==> src/rtl/sd_bus_byte_bridge_pkg.sv <==
// Shared types and constants for the SD byte-window bridge.
package sd_bridge_pkg;

    localparam int LANE_W    = 8;
    localparam int NUM_LANES = 4;

    // Peripheral byte-window map: sector buffer, SD address bytes, control.
    localparam logic [11:0] SD_BUF_LAST = 12'd511;
    localparam logic [11:0] SD_ADDR0    = 12'd512;
    localparam logic [11:0] SD_ADDR1    = 12'd513;
    localparam logic [11:0] SD_ADDR2    = 12'd514;
    localparam logic [11:0] SD_ADDR3    = 12'd515;
    localparam logic [11:0] SD_CTRL     = 12'd516;

    typedef enum logic [1:0] {
        IDLE  = 2'd0,
        ISSUE = 2'd1,
        WAIT  = 2'd2,
        DONE  = 2'd3
    } state_e;

    // CPU access captured at acceptance.
    typedef struct packed {
        logic                                we;
        logic [NUM_LANES-1:0][LANE_W-1:0]    wdata;
        logic [NUM_LANES-1:0]                be;
        logic [11:0]                         offset;
    } req_t;

endpackage

==> src/rtl/sd_bus_byte_bridge_if.sv <==
// CPU-side and peripheral-side signals of the bridge.
interface sd_bus_byte_bridge_if;
    import sd_bridge_pkg::*;

    logic                              i_cpu_req;
    logic                              i_cpu_we;
    logic [31:0]                       i_cpu_addr;
    logic [31:0]                       i_cpu_wdata;
    logic [NUM_LANES-1:0]              i_cpu_be;
    logic [31:0]                       o_cpu_rdata;
    logic                              o_cpu_done;
    logic                              o_cpu_err;
    logic                              o_cpu_busy;
    logic [11:0]                       o_dev_address;
    logic [LANE_W-1:0]                 o_dev_data;
    logic                              o_dev_write;
    logic                              o_dev_request;
    logic [LANE_W-1:0]                 i_dev_data;
    logic                              i_dev_data_DV;

    // Environment side: CPU and peripheral.
    modport master (
        output i_cpu_req, i_cpu_we, i_cpu_addr, i_cpu_wdata, i_cpu_be,
        input  o_cpu_rdata, o_cpu_done, o_cpu_err, o_cpu_busy,
        input  o_dev_address, o_dev_data, o_dev_write, o_dev_request,
        output i_dev_data, i_dev_data_DV
    );

    // Bridge side.
    modport slave (
        input  i_cpu_req, i_cpu_we, i_cpu_addr, i_cpu_wdata, i_cpu_be,
        output o_cpu_rdata, o_cpu_done, o_cpu_err, o_cpu_busy,
        output o_dev_address, o_dev_data, o_dev_write, o_dev_request,
        input  i_dev_data, i_dev_data_DV
    );

endinterface

==> src/rtl/sd_bus_byte_bridge_lane_sel.sv <==
// Finds the lowest enabled byte lane at or above a starting lane.
module sd_bridge_lane_sel
    import sd_bridge_pkg::*;
(
    input  logic [NUM_LANES-1:0] be_i,
    input  logic [2:0]           from_i,   // 3 bits so "past lane 3" is expressible
    output logic [1:0]           lane_o,
    output logic                 none_o
);

    // Scan from the top down so the lowest qualifying lane wins.
    always_comb begin
        lane_o = '0;
        none_o = 1'b1;
        for (int k = NUM_LANES - 1; k >= 0; k--) begin
            if (be_i[k] && (3'(k) >= from_i)) begin
                lane_o = 2'(k);
                none_o = 1'b0;
            end
        end
    end

endmodule

==> src/rtl/sd_bus_byte_bridge.sv <==
// Splits a 32-bit CPU access into byte transactions on the SD window port.
module sd_bus_byte_bridge
    import sd_bridge_pkg::*;
#(
    parameter logic [31:0] BASE_ADDR = 32'h0001_0000,
    parameter int          WIN_BYTES = 4096,
    parameter int          TIMEOUT   = 16
) (
    input  logic                 i_clk,
    input  logic                 i_rst_n,
    sd_bus_byte_bridge_if.slave  bus
);

    localparam int CNT_W = $clog2(TIMEOUT + 1);

    localparam logic [1:0] S_IDLE  = IDLE;
    localparam logic [1:0] S_ISSUE = ISSUE;
    localparam logic [1:0] S_WAIT  = WAIT;
    localparam logic [1:0] S_DONE  = DONE;

    logic [1:0]                       state_q, state_d;
    req_t                             req_q, req_d;
    logic [1:0]                       lane_q, lane_d;
    logic [CNT_W-1:0]                 cnt_q, cnt_d;
    logic [NUM_LANES-1:0][LANE_W-1:0] rdata_q, rdata_d;
    logic                             err_q, err_d;
    logic [11:0]                      addr_q, addr_d;
    logic [LANE_W-1:0]                data_q, data_d;

    logic [31:0]                      off_full;
    logic                             out_of_win;
    logic [NUM_LANES-1:0][LANE_W-1:0] wdata_in;

    logic [NUM_LANES-1:0]             sel_be;
    logic [2:0]                       sel_from;
    logic [1:0]                       sel_lane;
    logic                             sel_none;

    // Offset is a full 32-bit difference so addresses below BASE wrap high and fault.
    assign off_full   = (bus.i_cpu_addr - BASE_ADDR) & ~32'd3;
    assign out_of_win = off_full >= 32'(WIN_BYTES);
    assign wdata_in   = bus.i_cpu_wdata;

    // One finder serves both first-lane pick (IDLE) and advance (WAIT).
    assign sel_be   = (state_q == S_IDLE) ? bus.i_cpu_be : req_q.be;
    assign sel_from = (state_q == S_IDLE) ? 3'd0 : ({1'b0, lane_q} + 3'd1);

    sd_bridge_lane_sel u_lane_sel (
        .be_i   (sel_be),
        .from_i (sel_from),
        .lane_o (sel_lane),
        .none_o (sel_none)
    );

    // Next-state logic for the accept / issue / wait / done sequence.
    always_comb begin
        state_d = state_q;
        req_d   = req_q;
        lane_d  = lane_q;
        cnt_d   = cnt_q;
        rdata_d = rdata_q;
        err_d   = err_q;
        addr_d  = addr_q;
        data_d  = data_q;
        case (state_q)
            S_IDLE: begin
                if (bus.i_cpu_req) begin
                    req_d.we     = bus.i_cpu_we;
                    req_d.wdata  = wdata_in;
                    req_d.be     = bus.i_cpu_be;
                    req_d.offset = off_full[11:0];
                    rdata_d      = '0;
                    err_d        = 1'b0;
                    cnt_d        = '0;
                    if (out_of_win) begin
                        err_d   = 1'b1;
                        state_d = S_DONE;
                    end else if (bus.i_cpu_be == '0) begin
                        state_d = S_DONE;
                    end else begin
                        lane_d  = sel_lane;
                        addr_d  = off_full[11:0] + {10'd0, sel_lane};
                        data_d  = wdata_in[sel_lane];
                        state_d = S_ISSUE;
                    end
                end
            end
            S_ISSUE: begin
                cnt_d   = '0;
                state_d = S_WAIT;
            end
            S_WAIT: begin
                if (bus.i_dev_data_DV) begin
                    if (!req_q.we) rdata_d[lane_q] = bus.i_dev_data;
                    if (sel_none) begin
                        state_d = S_DONE;
                    end else begin
                        lane_d  = sel_lane;
                        addr_d  = req_q.offset + {10'd0, sel_lane};
                        data_d  = req_q.wdata[sel_lane];
                        state_d = S_ISSUE;
                    end
                end else if (cnt_q == CNT_W'(TIMEOUT - 1)) begin
                    // Abandon remaining lanes; already captured bytes stay.
                    err_d   = 1'b1;
                    state_d = S_DONE;
                end else begin
                    cnt_d = cnt_q + CNT_W'(1);
                end
            end
            S_DONE:  state_d = S_IDLE;
            default: state_d = S_IDLE;
        endcase
    end

    // State registers; reset abandons any access in flight without a done pulse.
    always_ff @(posedge i_clk or negedge i_rst_n) begin
        if (!i_rst_n) begin
            state_q <= S_IDLE;
            req_q   <= '0;
            lane_q  <= '0;
            cnt_q   <= '0;
            rdata_q <= '0;
            err_q   <= 1'b0;
            addr_q  <= '0;
            data_q  <= '0;
        end else begin
            state_q <= state_d;
            req_q   <= req_d;
            lane_q  <= lane_d;
            cnt_q   <= cnt_d;
            rdata_q <= rdata_d;
            err_q   <= err_d;
            addr_q  <= addr_d;
            data_q  <= data_d;
        end
    end

    assign bus.o_dev_request = (state_q == S_ISSUE);
    assign bus.o_dev_write   = req_q.we && ((state_q == S_ISSUE) || (state_q == S_WAIT));
    assign bus.o_dev_address = addr_q;
    assign bus.o_dev_data    = data_q;
    assign bus.o_cpu_done    = (state_q == S_DONE);
    assign bus.o_cpu_err     = (state_q == S_DONE) && err_q;
    assign bus.o_cpu_busy    = (state_q != S_IDLE);
    assign bus.o_cpu_rdata   = rdata_q;

endmodule
==> src/flat_wrapper.sv <==
// flat-port wrapper written by rule: the top's interface ports become plain ports
module sd_bus_byte_bridge_flat import sd_bridge_pkg::*;
#(
    parameter logic [31:0] BASE_ADDR = 32'h0001_0000,
    parameter int          WIN_BYTES = 4096,
    parameter int          TIMEOUT   = 16
)
  (i_clk, i_rst_n, bus_i_cpu_req, bus_i_cpu_we, bus_i_cpu_addr, bus_i_cpu_wdata, bus_i_cpu_be, bus_o_cpu_rdata, bus_o_cpu_done, bus_o_cpu_err, bus_o_cpu_busy, bus_o_dev_address, bus_o_dev_data, bus_o_dev_write, bus_o_dev_request, bus_i_dev_data, bus_i_dev_data_DV);
  sd_bus_byte_bridge_if bus_i ();
  input  logic i_clk;
  input  logic i_rst_n;
  input wire logic [$bits(bus_i.i_cpu_req)-1:0] bus_i_cpu_req;
  input wire logic [$bits(bus_i.i_cpu_we)-1:0] bus_i_cpu_we;
  input wire logic [$bits(bus_i.i_cpu_addr)-1:0] bus_i_cpu_addr;
  input wire logic [$bits(bus_i.i_cpu_wdata)-1:0] bus_i_cpu_wdata;
  input wire logic [$bits(bus_i.i_cpu_be)-1:0] bus_i_cpu_be;
  output wire logic [$bits(bus_i.o_cpu_rdata)-1:0] bus_o_cpu_rdata;
  output wire logic [$bits(bus_i.o_cpu_done)-1:0] bus_o_cpu_done;
  output wire logic [$bits(bus_i.o_cpu_err)-1:0] bus_o_cpu_err;
  output wire logic [$bits(bus_i.o_cpu_busy)-1:0] bus_o_cpu_busy;
  output wire logic [$bits(bus_i.o_dev_address)-1:0] bus_o_dev_address;
  output wire logic [$bits(bus_i.o_dev_data)-1:0] bus_o_dev_data;
  output wire logic [$bits(bus_i.o_dev_write)-1:0] bus_o_dev_write;
  output wire logic [$bits(bus_i.o_dev_request)-1:0] bus_o_dev_request;
  input wire logic [$bits(bus_i.i_dev_data)-1:0] bus_i_dev_data;
  input wire logic [$bits(bus_i.i_dev_data_DV)-1:0] bus_i_dev_data_DV;
  assign bus_i.i_cpu_req = bus_i_cpu_req;
  assign bus_i.i_cpu_we = bus_i_cpu_we;
  assign bus_i.i_cpu_addr = bus_i_cpu_addr;
  assign bus_i.i_cpu_wdata = bus_i_cpu_wdata;
  assign bus_i.i_cpu_be = bus_i_cpu_be;
  assign bus_o_cpu_rdata = bus_i.o_cpu_rdata;
  assign bus_o_cpu_done = bus_i.o_cpu_done;
  assign bus_o_cpu_err = bus_i.o_cpu_err;
  assign bus_o_cpu_busy = bus_i.o_cpu_busy;
  assign bus_o_dev_address = bus_i.o_dev_address;
  assign bus_o_dev_data = bus_i.o_dev_data;
  assign bus_o_dev_write = bus_i.o_dev_write;
  assign bus_o_dev_request = bus_i.o_dev_request;
  assign bus_i.i_dev_data = bus_i_dev_data;
  assign bus_i.i_dev_data_DV = bus_i_dev_data_DV;
  sd_bus_byte_bridge #(.BASE_ADDR(BASE_ADDR), .WIN_BYTES(WIN_BYTES), .TIMEOUT(TIMEOUT)) u_core (.i_clk(i_clk), .i_rst_n(i_rst_n), .bus(bus_i));
endmodule
==> config.mk <==
export PLATFORM = sky130hd
export DESIGN_NAME = sd_bus_byte_bridge_flat
export DESIGN_NICKNAME = d
export VERILOG_FILES = /design/src/rtl/sd_bus_byte_bridge_pkg.sv /design/src/rtl/sd_bus_byte_bridge_if.sv /design/src/rtl/sd_bus_byte_bridge_lane_sel.sv /design/src/rtl/sd_bus_byte_bridge.sv /design/src/flat_wrapper.sv
export SDC_FILE = /design/constraint.sdc
export NUM_CORES = 1
export LEC_CHECK = 0
export BUFFER_PORTS_ARGS = -buffer_cell sky130_fd_sc_hd__buf_2
export CAP_MARGIN = 20
export CELL_PAD_IN_SITES_DETAIL_PLACEMENT = 1
export CELL_PAD_IN_SITES_GLOBAL_PLACEMENT = 1
export CORE_MARGIN = 8
export CORE_UTILIZATION = 33
export DETAILED_ROUTE_END_ITERATION = 10
export GPL_TIMING_DRIVEN = 0
export PLACE_DENSITY_LB_ADDON = 0.1
export SLEW_MARGIN = 20
export SYNTH_ARGS = -nofsm -noshare
export SYNTH_HDL_FRONTEND = slang
export SYNTH_HIERARCHICAL = 1
export SYNTH_SLANG_ARGS = --single-unit
==> constraint.sdc <==
create_clock -name i_clk -period 8.4 [get_ports i_clk]
set_input_delay 1.68 -clock i_clk [delete_from_list [all_inputs] [get_ports i_clk]]
set_output_delay 1.68 -clock i_clk [all_outputs]
set_load 0.01 [all_outputs]
==> impl_metrics.yaml <==
critical_path:
  setup.worst_path.class: "input pin to register"
  cp_data_arrival_time_ns: 4.67
  worst_setup_path_end_kind: "register"
  timing.rr.start: "u_core/state_q[1]$_DFFE_PN0P_"
  start_kind: "input pin"
  critical_path.max_fanout: 10
  cp-startpoint: "bus_i_cpu_be[0]"
  cp_data_required_time_ns: 8.63
floorplan:
  die_w_microns: 145
  die_y_microns: 145
  start_util: 0.335
  die_area_sq_um: 21100
  row_count: 47
  coreArea_sq_um: 16500
  io_pins: 138
cts:
  cts_resized: 0
  clockBufferDepth: 2
  clk_pin_slew_ns: 0.07
  cts-root-buf: "clkbuf_16"
  cts_tree: "done"
  cts_setup_buffers: 0
  clk_latency_ns: 0.35
  cts_sinks: 107
  htree_levels: 3
  postCtsHoldBufs: 0
  cts_made_buffers: 9
detailed_routing:
  post_drt_wl_per_cell_microns: 20.1
  vias: 4022
  final_antenna_net_count: 0
  dr.pass1.iters: 4
  wirelength_microns: 15900
  drtIter0Drc: 136
  drc: 0
  vias_per_cell: 5.09
synth:
  yosys_most_used_dff: "dfrtp_1"
  ys_ff_latch: 107
  ys_top_cells_by_area: "dfrtp_1 49%, mux2_2 14%, a22o_1 7.8%"
  ys_seq_area_frac: 0.486
  synth_fp_nets: 509
  synth_edf_count: 0
  synth.distinct_cells: 42
  yosysTopAreaCellShare: 0.486
  yosys.area.top_type: "dfrtp_1"
  async_reset_ff_frac: 1.00
  syn_area_sq_um: 5510
  syn_area_per_cell_sq_um: 13.2
  syn_inst: 418
  yosysWarningCount: 6
power:
  vdd_drop_max_mv: 0.149
  leakagePower_nw: 3.21
  p_per_area_nw_per_um2: 421
final_layout:
  layout_commonest_cell: "buf_2"
  multi_input_area_sq_um: 2620
  area_delta_synth_final_pct: 23.3
  fillers: 1821
  layout-drive-gt1-share: 0.491
  instances_no_fill: 790
  layout_common_cells: "141 x buf_2, 107 x dfrtp_1, 69 x mux2_2"
  ff_latch_area_sq_um: 2680
  nNetsFinal: 656
  num_antenna_cells: 0
grt:
  antenna_found_initial: 1
  grt_pass1_wl_microns: 26600
  grt_usage: 0.155
  grt_pass1_vias: 4746
  grt_max_degree: 56
  overflow: 0
timing:
  finalCritPeriodShare: 0.528
  drv_slew: 0
  worst_pin_slew_ns: 0.755
  relSlewSlack: 0.497
  final_hold_viol_count: 0
  finalCriticalPeriod_ns: 4.44
  clock.fmax_mhz: 225
  rsz0062_at_grt: "no"
  skew_ns: 0.00741
  final.setup.tns_ns: 0
  setup_viol: 0
worst_hold_path:
  hp-start: "u_core/cnt_q[4]$_DFFE_PN0P_"
  min_path_type: "register to register"
placed_design:
  gp_congestion: 0.758
  hpwl_microns: 11800
  portBuffers: 135
  dp_cells: 774
outcome:
  status: "finished, final reports clean"
job:
  cap_violations: 0
-- per-stage QoR --
| step | instance area, sq um | utilization | setup WS [ns] | total power (W) | hold slack, ns |
|---|---|---|---|---|---|
| 5_1_grt | 6800 | 0.413 | 3.71 | 0.00308 | 0.518 |
| 6_report | 6800 | 0.413 | 3.96 | 0.00286 | 0.483 |
| 4_1_cts | 6800 | 0.413 | 4.00 | 0.00291 | 0.489 |
| 2_1_floorplan | 5510 | - | 4.46 | 0.00200 | 0.450 |
| 3_3_place_gp | 6460 | 0.392 | 3.70 | 0.00240 | 0.464 |
| 3_5_place_dp | 6490 | 0.394 | 3.64 | 0.00245 | 0.472 |
-- synth_stat cells, types with 2 or more instances --
library cell	instances
a211oi_2	2
a21o_1	3
a21oi_1	4
a22o_1	49
a31o_2	9
and2_1	3
buf_2	7
buf_4	2
buf_6	3
clkbuf_1	14
clkinv_1	2
dfrtp_1	107
ha_1	10
inv_1	17
mux2_2	69
mux2_4	20
mux4_2	16
nand2_1	15
nand2b_1	3
nand3_1	2
nand3b_1	2
nor2_1	5
nor2b_1	15
nor3_1	4
nor4_1	4
o21ai_0	8
o22ai_1	8
-- path summary, 6_finish.rpt --
check                      slack [ns]                                    to  depth (start not counted)
setup / recovery                 3.96  u_core/bus.o_dev_data[4]$_DFFE_PN0P_                         10
hold / removal                   0.48           u_core/cnt_q[4]$_DFFE_PN0P_                          2
setup reg to reg                 3.99  u_core/bus.o_dev_data[4]$_DFFE_PN0P_                         13
hold reg to reg                  0.48           u_core/cnt_q[4]$_DFFE_PN0P_                          2
max in group asynchronous        6.45  u_core/bus.o_dev_data[6]$_DFFE_PN0P_                          2
min in group asynchronous        1.28         u_core/state_q[0]$_DFFE_PN0P_                          1
-- layout make-up --
type | count | share of cell area
Multi-Input combinational cell | 265 | 0.386
Timing Repair Buffer | 136 | 0.104
Sequential cell | 107 | 0.394
Inverter | 19 | 0.0105
Clock inverter | 6 | 0.0107
Tap cell | 220 | 0.0405
Buffer | 27 | 0.0206
Clock buffer | 10 | 0.0337
-- logic make-up after synthesis --
kind of cell,Yosys count,share of synthesized area
xor+xnor,1,0.00159
buf+inv,46,0.0384
flops,107,0.486
compound gates,90,0.132
simple gates,58,0.0566
fa+ha+maj,10,0.0227
mux,106,0.263
-- power breakdown --
| part | switching (W) | internal [W] |
|---|---|---|
| Sequential | 0.000126 | 0.000731 |
| Combinational | 0.000742 | 0.000824 |
| Clock | 0.000200 | 0.000236 |
| Total | 0.00107 | 0.00179 |
-- critical path, stage by stage --
cell      delay [ns]
buf_2           0.12
mux2_2          0.25
nor2b_1         0.14
o21ai_0         0.25
nor2b_1         0.20
clkbuf_1        0.46
buf_1           0.60
mux4_2          0.41
mux2_2          0.28
mux2_4          0.27
-- routing by layer --
metal / wire, microns / up-vias / global-route usage
met5: 10 / - / 0
met4: 130 / 2 / 0.0318
met3: 725 / 9 / 0.0414
met2: 7990 / 78 / 0.265
met1: 7030 / 2075 / 0.195
li1: - / 1858 / -
-- registers in the layout, summed over array words and instances (netlist names) --
register and flops:
u_core/req_q 47, u_core/bus.o_cpu_rdata 32, u_core/bus.o_dev_address 11, u_core/bus.o_dev_data 8, u_core/cnt_q 5, u_core/state_q 2, u_core/err_q 1, u_core/lane_q 1
No activity file was read; power rests on OpenSTA's default activity.
